[src/rtl/regwr_arbiter.sv]
`default_nettype none
// ============================================================================
// Module   : regwr_arbiter
// Purpose  : Round-robin arbiter merging ALU (A) and load (B) writebacks onto
//            one register-file write port, with a busy scoreboard.
// Revision : 1.0  initial release
// ============================================================================
module regwr_arbiter #(
    parameter int n         = 16,
    parameter int reg_count = 8,
    parameter int addr_size = 3
) (
    input  logic                 Clock,
    input  logic                 nReset,
    input  logic                 A_Valid,
    input  logic [addr_size-1:0] A_Addr,
    input  logic [n-1:0]         A_Data,
    output logic                 A_Ready,
    input  logic                 B_Valid,
    input  logic [addr_size-1:0] B_Addr,
    input  logic [n-1:0]         B_Data,
    output logic                 B_Ready,
    input  logic                 Rsv,
    input  logic [addr_size-1:0] RsvAddr,
    output logic                 WE,
    output logic [addr_size-1:0] Rw,
    output logic [n-1:0]         WData,
    output logic [reg_count-1:0] Busy,
    output logic                 LastB
);

    logic                 w_grant_a;
    logic                 w_grant_b;
    logic                 w_xfer;
    logic [addr_size-1:0] w_addr;
    logic [n-1:0]         w_data;
    logic [reg_count-1:0] w_set;
    logic [reg_count-1:0] w_clr;

    logic                 r_we;
    logic [addr_size-1:0] r_rw;
    logic [n-1:0]         r_wdata;
    logic [reg_count-1:0] r_busy;
    logic                 r_lastb;

    // Ties go to whichever side did not win last; grants are masked in reset.
    always_comb begin
        w_grant_a = nReset & A_Valid & (~B_Valid | r_lastb);
        w_grant_b = nReset & B_Valid & (~A_Valid | ~r_lastb);
        w_xfer    = w_grant_a | w_grant_b;
        w_addr    = w_grant_b ? B_Addr : A_Addr;
        w_data    = w_grant_b ? B_Data : A_Data;
        w_set     = '0;
        w_clr     = '0;
        if (Rsv) begin
            w_set[RsvAddr] = 1'b1;
        end
        if (w_xfer) begin
            w_clr[w_addr] = 1'b1;
        end
    end

    always_ff @(posedge Clock or negedge nReset) begin
        if (!nReset) begin
            r_we    <= 1'b0;
            r_rw    <= '0;
            r_wdata <= '0;
            r_busy  <= '0;
            r_lastb <= 1'b0;
        end else begin
            r_we <= w_xfer;
            if (w_xfer) begin
                r_rw    <= w_addr;
                r_wdata <= w_data;
                r_lastb <= w_grant_b;
            end
            // Set applied after clear so a same-edge reservation survives.
            r_busy <= (r_busy & ~w_clr) | w_set;
        end
    end

    assign A_Ready = w_grant_a;
    assign B_Ready = w_grant_b;
    assign WE      = r_we;
    assign Rw      = r_rw;
    assign WData   = r_wdata;
    assign Busy    = r_busy;
    assign LastB   = r_lastb;

endmodule
`default_nettype wire

[config.mk]
export PLATFORM = sky130hd
export DESIGN_NAME = regwr_arbiter
export DESIGN_NICKNAME = d
export VERILOG_FILES = /design/src/rtl/regwr_arbiter.sv
export SDC_FILE = /design/constraint.sdc
export NUM_CORES = 1
export LEC_CHECK = 0
export BUFFER_PORTS_ARGS = -buffer_cell sky130_fd_sc_hd__buf_2
export CORE_UTILIZATION = 50
export CTS_BUF_LIST = sky130_fd_sc_hd__clkbuf_4 sky130_fd_sc_hd__clkbuf_8
export CTS_CLUSTER_DIAMETER = 120
export CTS_CLUSTER_SIZE = 25
export DETAILED_ROUTE_END_ITERATION = 6
export HOLD_SLACK_MARGIN = 0.03
export PLACE_DENSITY = 0.85
export SLEW_MARGIN = 20
export SYNTH_ARGS = -nofsm -noshare
export SYNTH_HDL_FRONTEND = slang
export SYNTH_SLANG_ARGS = --single-unit
[constraint.sdc]
create_clock -name Clock -period 2.2 [get_ports Clock]
set_clock_uncertainty 0.15 [all_clocks]
set_input_delay 0.66 -clock Clock [delete_from_list [all_inputs] [get_ports Clock]]
set_output_delay 0.66 -clock Clock [all_outputs]
set_load 0.02 [all_outputs]
==> results of run 1 <==
[cells in the final DEF, fill, tap and decap left out, types with 2 or more instances in the layout]
master     n
o22ai_1   16
nand3_1    3
a21oi_1    9
nand3_2    2
buf_2     76
a31oi_1    8
nor2b_1    3
nand2b_1   4
nand2_1    3
inv_1      4
and3_1     4
dfrtp_1   29
mux2i_1    5
nor2_1    38
a21boi_0   3
clkbuf_4   5
a21oi_2    2
buf_4      4
[how the worst max path moves through the flow]
| stage | startpoint | to | slack (ps) |
|---|---|---|---|
| 2_1_floorplan | A_Valid | B_Ready | 190 |
| 3_3_place_gp | B_Valid | A_Ready | 210 |
| 3_5_place_dp | A_Valid | Busy[1]$_DFF_PN0_ | 160 |
| 4_1_cts | LastB$_DFFE_PN0P_ | A_Ready | 90 |
| 5_1_grt | LastB$_DFFE_PN0P_ | A_Ready | 50 |
| 6_report | LastB$_DFFE_PN0P_ | A_Ready | 100 |
[layer usage]
layer	vias to the layer above	wire [µm]	GRT usage [%]
li1	703	-	-
met1	664	1480	30.4
met2	54	1660	40.1
met3	5	211	5.58
met4	0	36	8.93
met5	-	0	0
[per-stage QoR]
stage,instances,hold WS [ps]
finish,264,290
global route,264,319
CTS,264,290
detailed placement,256,351
global placement,256,339
floorplan,153,214
[area by class of cell]
type / instances / area (µm²) / share of cell area [%]
repair buffers: 81 / 430 / 22.2
well taps: 31 / 38.8 / 2.00
flip-flops and latches: 29 / 726 / 37.4
clock buffers: 6 / 51.3 / 2.65
multi-input cells: 111 / 641 / 33.0
inverters: 4 / 15.0 / 0.774
clock inverters: 2 / 37.5 / 1.94
[sequential cells by signal, summed over array words and instances (netlist names)]
name,count
WData,16
WE,1
Busy,8
Rw,3
LastB,1
[power by group through the flow]
| stage | logic (mW) | registers, mW | clock network, mW |
|---|---|---|---|
| after floorplan | 0.179 | 0.814 | 0 |
| after global placement | 0.492 | 0.690 | 0 |
| after detailed placement | 0.503 | 0.693 | 0 |
| after CTS | 0.503 | 0.684 | 0.467 |
| after global routing | 0.546 | 0.696 | 0.486 |
| final | 0.496 | 0.684 | 0.456 |
[cells by family (layout without fill, tap and decap cells)]
kind of cell,Yosys count,count (layout),share of synthesized area (%)
AND/OR/NAND/NOR,62,62,20.3
AO/OA/AOI/OAI,43,43,19.9
flip-flops,29,29,50.4
buffers and inverters,13,93,5.13
multiplexers,6,6,4.26
==> run_results.csv, run 1 <==
group,metric,value,unit
critical_path,critical-path-max-stage-delay,450,ps
sta,min_period_over_period,95.3,%
floorplanning,fp.dieArea,3100,µm²
routing,wl_per_cell,12.8,µm
power_and_ir_drop,finalPower,1.64,mW
cts,clk-insertion-delay-late,320,ps
critical_path,critPathMaxFanout,5,
cts,clk_path_buf_depth,2,
min_path,hold_path_class,"in -> async",
critical_path,critical_path_class,"reg -> out",
power_and_ir_drop,leakagePower,0.970,nW
cts,cts_buffers,5,
routing,dr.first_iter.drc_count,31,
sta,setup_ws,102,ps
floorplanning,start_util,52.7,%
cts,cts.sinks,29,
final_layout,syn_to_final_growth,34.7,%
critical_path,worstReg2RegStart,"LastB$_DFFE_PN0P_",
sta,clock.fmax,477,MHz
logic_synthesis,synthDistinctLibCells,31,
power_and_ir_drop,net-switching-power,545,µW
sta,finalHoldViolations,0,
logic_synthesis,synth_area,1440,µm²
critical_path,cp-start-kind,"register",
power_and_ir_drop,p_clk_share,27.9,%
logic_synthesis,yosysSeqAreaShare,50.4,%
critical_path,end_kind,"output port",
placed_design,gp_congestion,0.809,
sta,slew_headroom,70.9,%
routing,first_pass_iters,4,
global_route,grt_pass1_vias,1313,
floorplanning,die_h,55.7,µm
power_and_ir_drop,power.density,844,nW/µm²
critical_path,critical_path_arrival,1290,ps
final_layout,num-nets-final,278,
logic_synthesis,yosys-top-cells-count,"nor2_1 (38), dfrtp_1 (29), o22ai_1 (16)",
routing,drc,0,
sta,slew_violations,0,
global_route,grt_overflow,0,
global_route,grt_max_degree,41,
power_and_ir_drop,sw_frac_of_total,33.3,%
final_layout,final_area,1940,µm²
power_and_ir_drop,ir_drop,0.000632,V
critical_path,path_cells,"nand2b_2 > nand3_2 > inv_1 > buf_2",
logic_synthesis,synth_top_area_share,50.4,%
placed_design,dp_hpwl,2550,µm
sta,period_needed,2100,ps
sta,rsz0062_at_grt,"false",
status,status,"complete, no violations",
logic_synthesis,syn_nets,199,
critical_path,critPathBufInv,2,
logic_synthesis,ys_warn_count,0,
logic_synthesis,synth_edf_count,0,
logic_synthesis,ys.flop_type,"dfrtp_1",
routing,num_vias,1426,
logic_synthesis,synth-seq-cells,29,
placed_design,portBuffers,76,
final_layout,finish.utilization,70.9,%
logic_synthesis,synth_area_leaders,"dfrtp_1 (50%), nor2_1 (9.9%), o22ai_1 (7.0%)",
logic_synthesis,synth_top_area_cell,"dfrtp_1",
cts,ctsHoldBuffers,0,
critical_path,ff2ff_setup_slack,530,ps
cts,cts-root-buf,"clkbuf_4",
critical_path,cp.required,1390,ps
logic_synthesis,syn_inst,153,
final_layout,nFillCells,236,
critical_path,r2r_cells,5,
placed_design,pre_cts_ws,157,ps
logic_synthesis,synth_area_per_cell,9.41,µm²
floorplanning,std_cell_rows,19,
routing,wirelength,3390,µm
power_and_ir_drop,comb_power_share,30.3,%
sta,fin_setup_tns,0,ps
sta,tightest_slew,436,ps
cts,cts_resized,0,
critical_path,crit_cells,4,
job,cap_violations,0,
cts,clk_pin_slew,90,ps
logic_synthesis,synth_most_common_cell,"nor2_1",
power_and_ir_drop,internal_power,1.09,mW
final_layout,drive_above_1_share,42.1,%
critical_path,r2r_end,"Busy[1]$_DFF_PN0_",
logic_synthesis,ys_async_sr_fraction,100,%
global_route,antenna_found_initial,0,
placed_design,placed_cell_area,1850,µm²
floorplanning,top_level_ports,77,
floorplanning,design.core.area,2730,µm²
routing,via_per_inst,5.40,
global_route,grt_pass1_wl,5820,µm
cts,cts_tree,"done",
critical_path,crit_slowest_cell,"dfrtp_1",
sta,final-setup-viol-count,0,
cts,post_cts_buffers,0,
critical_path,crit_family,"flip-flops",
cts,cts.htree.levels,2,
floorplanning,die_x,55.7,µm
global_route,track_usage,24.0,%
power_and_ir_drop,p_seq_share,41.8,%
routing,drtAntennaViolNets,0,
final_layout,n_antenna_cell,0,
No activity file was read; power rests on OpenSTA's default activity.
==> run 2, diff against run 1 <==
ABC_CLOCK_PERIOD_IN_PS = 2200   (was unset)
REMOVE_ABC_BUFFERS = 1   (was unset)
==> run 2 against run 1 <==
  * Sequential power about the same
  * Combinational power is 2% higher
  * First-iteration DRC count grew 74%
  * Critical endpoint unchanged
==> run_results.csv, run 2 (synthesis results as in run 1) <==
group,metric,value,unit
cts,cts.htree.levels,2,
critical_path,critical_path_class,"reg -> out",
sta,clock.fmax,481,MHz
routing,num_vias,1437,
routing,wl_per_cell,13.8,µm
critical_path,crit_slowest_cell,"dfrtp_1",
final_layout,nFillCells,234,
critical_path,critPathMaxFanout,5,
power_and_ir_drop,sw_frac_of_total,33.4,%
routing,dr.first_iter.drc_count,54,
sta,slew_violations,0,
cts,clk-insertion-delay-late,340,ps
power_and_ir_drop,net-switching-power,555,µW
critical_path,critPathBufInv,2,
power_and_ir_drop,p_seq_share,41.2,%
routing,drc,0,
global_route,grt_overflow,0,
cts,cts.sinks,29,
power_and_ir_drop,p_clk_share,28.4,%
critical_path,critical_path_arrival,1270,ps
routing,drtAntennaViolNets,0,
global_route,antenna_found_initial,0,
cts,clk_pin_slew,90,ps
placed_design,dp_hpwl,2720,µm
floorplanning,die_h,55.7,µm
cts,ctsHoldBuffers,0,
final_layout,syn_to_final_growth,35.7,%
power_and_ir_drop,internal_power,1.11,mW
cts,cts-root-buf,"clkbuf_4",
global_route,grt_pass1_vias,1351,
global_route,grt_max_degree,23,
global_route,grt_pass1_wl,5990,µm
final_layout,final_common_cell,"buf_2",
floorplanning,fp.dieArea,3100,µm²
floorplanning,design.core.area,2730,µm²
min_path,hold_path_class,"in -> async",
routing,first_pass_iters,4,
floorplanning,std_cell_rows,19,
placed_design,gp_congestion,0.844,
routing,wirelength,3660,µm
sta,slew_headroom,81.1,%
critical_path,ff2ff_setup_slack,560,ps
critical_path,cp.required,1390,ps
sta,fin_setup_tns,0,ps
status,status,"complete, no violations",
critical_path,crit_family,"flip-flops",
power_and_ir_drop,power.density,851,nW/µm²
cts,clk_path_buf_depth,2,
job,cap_violations,0,
final_layout,largest_register_ffs,16,
critical_path,path_cells,"nand2b_2 > nand3_2 > inv_1 > buf_2",
final_layout,num-nets-final,280,
sta,tightest_slew,276,ps
placed_design,portBuffers,76,
sta,finalHoldViolations,0,
sta,setup_ws,123,ps
placed_design,pre_cts_ws,173,ps
cts,post_cts_buffers,0,
critical_path,end_kind,"output port",
global_route,track_usage,25.3,%
floorplanning,top_level_ports,77,
floorplanning,start_util,52.7,%
sta,holdWs,122,ps
cts,cts_buffers,5,
cts,cts_resized,0,
floorplanning,die_x,55.7,µm
critical_path,critical-path-max-stage-delay,440,ps
routing,via_per_inst,5.40,
power_and_ir_drop,leakagePower,0.984,nW
sta,period_needed,2080,ps
power_and_ir_drop,comb_power_share,30.3,%
sta,rsz0062_at_grt,"false",
final_layout,final_cell_mix,"buf_2 (76), nor2_1 (38), dfrtp_1 (29), o22ai_1 (16), a21oi_1 (9)",
critical_path,cp-start-kind,"register",
power_and_ir_drop,ir_drop,0.000609,V
sta,min_period_over_period,94.4,%
final_layout,drive_above_1_share,42.6,%
cts,cts_tree,"done",
final_layout,n_antenna_cell,0,
sta,final-setup-viol-count,0,
[run 2: cell count changes in the layout (fill, tap and decap cells not counted)]
| cell | previous run | this run |
|---|---|---|
| buf_4 | 4 | 6 |
| clkinvlp_4 | 1 | 0 |
| clkbuf_4 | 5 | 6 |
[run 2: per-layer routing]
metal	share of wire, %	track usage [%]
met5	0	0
met4	1.9	11.8
met3	4.8	6.74
met2	52	42.0
met1	41	30.7
[run 2: final cells by class]
type | instances | area (µm²) | share of cell area [%]
Sequential cell | 29 | 726 | 37.1
Clock inverter | 1 | 30.0 | 1.54
Tap cell | 31 | 38.8 | 1.98
Clock buffer | 7 | 58.8 | 3.01
Inverter | 4 | 15.0 | 0.768
Multi-Input combinational cell | 111 | 641 | 32.8
Timing Repair Buffer | 83 | 445 | 22.8
[run 2: final timing paths]
check,endpoint,depth (start not counted),startpoint
hold / removal,WData[11]$_DFFE_PN0P_,2,nReset
hold reg to reg,WData[12]$_DFFE_PN0P_,2,WData[12]$_DFFE_PN0P_
setup / recovery,A_Ready,4,LastB$_DFFE_PN0P_
max in group asynchronous,Busy[5]$_DFF_PN0_,3,nReset
min in group Clock,WData[12]$_DFFE_PN0P_,2,WData[12]$_DFFE_PN0P_
setup reg to reg,Busy[1]$_DFF_PN0_,5,LastB$_DFFE_PN0P_
[run 2: through the flow]
stage                     total power [mW]  util (%)  cell area (µm²)  cells
final                                 1.66      71.5             1950    266
after global routing                  1.74      71.5             1950    266
after CTS                             1.67      71.5             1950    266
after detailed placement              1.20      68.2             1870    258
after global placement                1.19      68.2             1870    258
after floorplan                      0.978         -             1380    144
[run 2: power groups by stage]
stage	Combinational [mW]	Clock, mW	Sequential, mW
floorplan	0.164	0	0.814
global placement	0.495	0	0.691
detailed placement	0.507	0	0.695
CTS	0.508	0.479	0.686
global route	0.546	0.502	0.695
finish	0.505	0.473	0.686
[run 2: worst register-to-register path: stages, from the launching register on]
cell and delay [ps]:
dfrtp_1 430, nand2_2 100, nand3_2 90, buf_4 270, mux2_2 390, a21oi_1 140
==> run 3, diff against run 2 <==
CELL_PAD_IN_SITES_DETAIL_PLACEMENT = 2   (was unset)
CELL_PAD_IN_SITES_GLOBAL_PLACEMENT = 2   (was unset)
CORE_UTILIZATION = 27   (was 50)
PLACE_DENSITY = 0.83   (was 0.85)
==> run 3 against run 2 <==
  * Via count rose by 3.1%
  * Combinational power up 4.2%
  * Register-to-register slack improved by 100 ps
  * Worst setup slack better by 12 ps
  * First-iteration DRC count shrank 33%
  * Wire length grew 43%
  * Cell count grew 15%
  * Global-route usage shrank 4.3 points
  * Worst hold slack improved by 120 ps
  * Non-clock buffer count up 2
  * Flip-flop and latch count stayed put
  * Critical endpoint is now B_Ready
  * Power grew 5.0%
==> run_results.csv, run 3 (synthesis results as in run 1) <==
group,metric,value,unit
status,status,"complete, no violations",
routing,drtAntennaViolNets,0,
final_layout,final_common_cell,"buf_2",
critical_path,worstReg2RegStart,"LastB$_DFFE_PN0P_",
final_layout,num-nets-final,282,
power_and_ir_drop,power.density,865,nW/µm²
critical_path,crit_slowest_cell,"buf_2",
final_layout,syn_to_final_growth,40.3,%
critical_path,critPathBufInv,3,
sta,fin_setup_tns,0,ps
sta,tightest_slew,301,ps
final_layout,n_antenna_cell,0,
sta,period_needed,2070,ps
cts,cts_buffers,5,
cts,clk_pin_slew,70,ps
global_route,grt_pass1_vias,1677,
sta,slew_headroom,79.4,%
routing,drc,0,
critical_path,crit_top_cell,"buf_2",
critical_path,critical_path_class,"in -> out",
floorplanning,die_x,75.0,µm
cts,cts_resized,0,
routing,via_per_inst,4.84,
global_route,grt_max_degree,28,
routing,dr.first_iter.drc_count,36,
final_layout,largest_register_ffs,16,
final_layout,final_area,2020,µm²
final_layout,final_cell_count_no_fill,306,
critical_path,critical-path-max-stage-delay,170,ps
sta,finalHoldViolations,0,
global_route,grt_pass1_wl,8580,µm
critical_path,r2r_end,"Busy[4]$_DFF_PN0_",
final_layout,final_cell_mix,"buf_2 (76), nor2_1 (38), dfrtp_1 (29), o22ai_1 (16)",
critical_path,crit_family,"buffers and inverters",
placed_design,placed_cells,299,
routing,num_vias,1482,
critical_path,cp.required,1390,ps
floorplanning,design.core.area,5110,µm²
global_route,grt_overflow,0,
final_layout,drive_above_1_share,42.8,%
min_path,hold_path_class,"in -> async",
power_and_ir_drop,leakagePower,0.995,nW
sta,final-setup-viol-count,0,
power_and_ir_drop,finalPower,1.75,mW
floorplanning,top_level_ports,77,
global_route,antenna_found_initial,0,
floorplanning,die_h,75.0,µm
sta,rsz0062_at_grt,"false",
critical_path,end_kind,"output port",
cts,clk-insertion-delay-late,280,ps
routing,wirelength,5240,µm
floorplanning,std_cell_rows,26,
critical_path,critical_path_arrival,1260,ps
critical_path,r2r_cells,5,
global_route,track_usage,21.0,%
critical_path,path_cells,"buf_2 > nand2_2 > nand3_2 > inv_1 > buf_2",
critical_path,critPathMaxFanout,6,
routing,first_pass_iters,4,
cts,cts.sinks,29,
final_layout,finish.utilization,39.6,%
placed_design,portBuffers,76,
floorplanning,start_util,28.2,%
cts,cts.htree.levels,2,
placed_design,gp_congestion,0.764,
routing,wl_per_cell,17.1,µm
sta,min_period_over_period,93.9,%
power_and_ir_drop,ir_drop,0.000290,V
critical_path,ff2ff_setup_slack,660,ps
placed_design,placed_cell_area,1920,µm²
cts,cts_tree,"done",
floorplanning,fp.dieArea,5630,µm²
cts,clk_path_buf_depth,2,
sta,clock.fmax,484,MHz
job,cap_violations,0,
cts,cts-root-buf,"clkbuf_8",
sta,slew_violations,0,
critical_path,cp-start-kind,"input pin",
cts,ctsHoldBuffers,0,
cts,post_cts_buffers,0,
placed_design,dp_hpwl,3880,µm
run 3: cell count changes in the layout (fill, tap and decap cells not counted):
cell	change
buf_4	+3
clkbuf_8	+4
buf_12	-1
clkinv_2	+1
clkbuf_4	-6
run 3: how the worst max path moves through the flow:
stage / from / endpoint / slack, ps / cells past startpoint
2_1_floorplan: A_Valid / B_Ready / 70 / 3
3_3_place_gp: A_Valid / B_Ready / 190 / 5
3_5_place_dp: A_Valid / B_Ready / 130 / 5
4_1_cts: A_Valid / B_Ready / 120 / 5
5_1_grt: LastB$_DFFE_PN0P_ / A_Ready / 70 / 4
6_report: A_Valid / B_Ready / 130 / 5
run 3: worst reg2reg max path, cell delays in order, from the launching register on:
cell	delay (ps)
dfrtp_1	410
nand2_2	100
nand3_2	110
buf_4	180
mux2i_1	330
a31oi_1	130
run 3: per-stage QoR:
stage	worst slack [ps]	hold slack, ps
6_report	135	240
5_1_grt	71.6	244
4_1_cts	124	233
3_5_place_dp	127	348
3_3_place_gp	192	338
2_1_floorplan	66.6	214
run 3: final cells by class:
class	instances	area [µm²]
flip-flops and latches	29	726
clock buffers	5	68.8
repair buffers	85	448
well taps	70	87.6
inverters	4	15.0
fillers	625	3090
multi-input cells	111	641
clock inverters	2	35.0
run 3: per-layer routing:
| layer | up-vias | GRT usage, % | part of all wire [%] |
|---|---|---|---|
| met3 | 8 | 3.61 | 2.9 |
| met4 | 0 | 6.92 | 1.9 |
| met5 | - | 0 | 0 |
| met1 | 728 | 24.9 | 41 |
| li1 | 709 | - | - |
| met2 | 37 | 38.1 | 54 |
run 3: power breakdown:
| part | switching, mW | leakage, nW | total (mW) | internal (mW) |
|---|---|---|---|---|
| registers | 0.0583 | 0.322 | 0.689 | 0.631 |
| clock network | 0.204 | 0.0540 | 0.532 | 0.329 |
| logic | 0.331 | 0.618 | 0.526 | 0.195 |
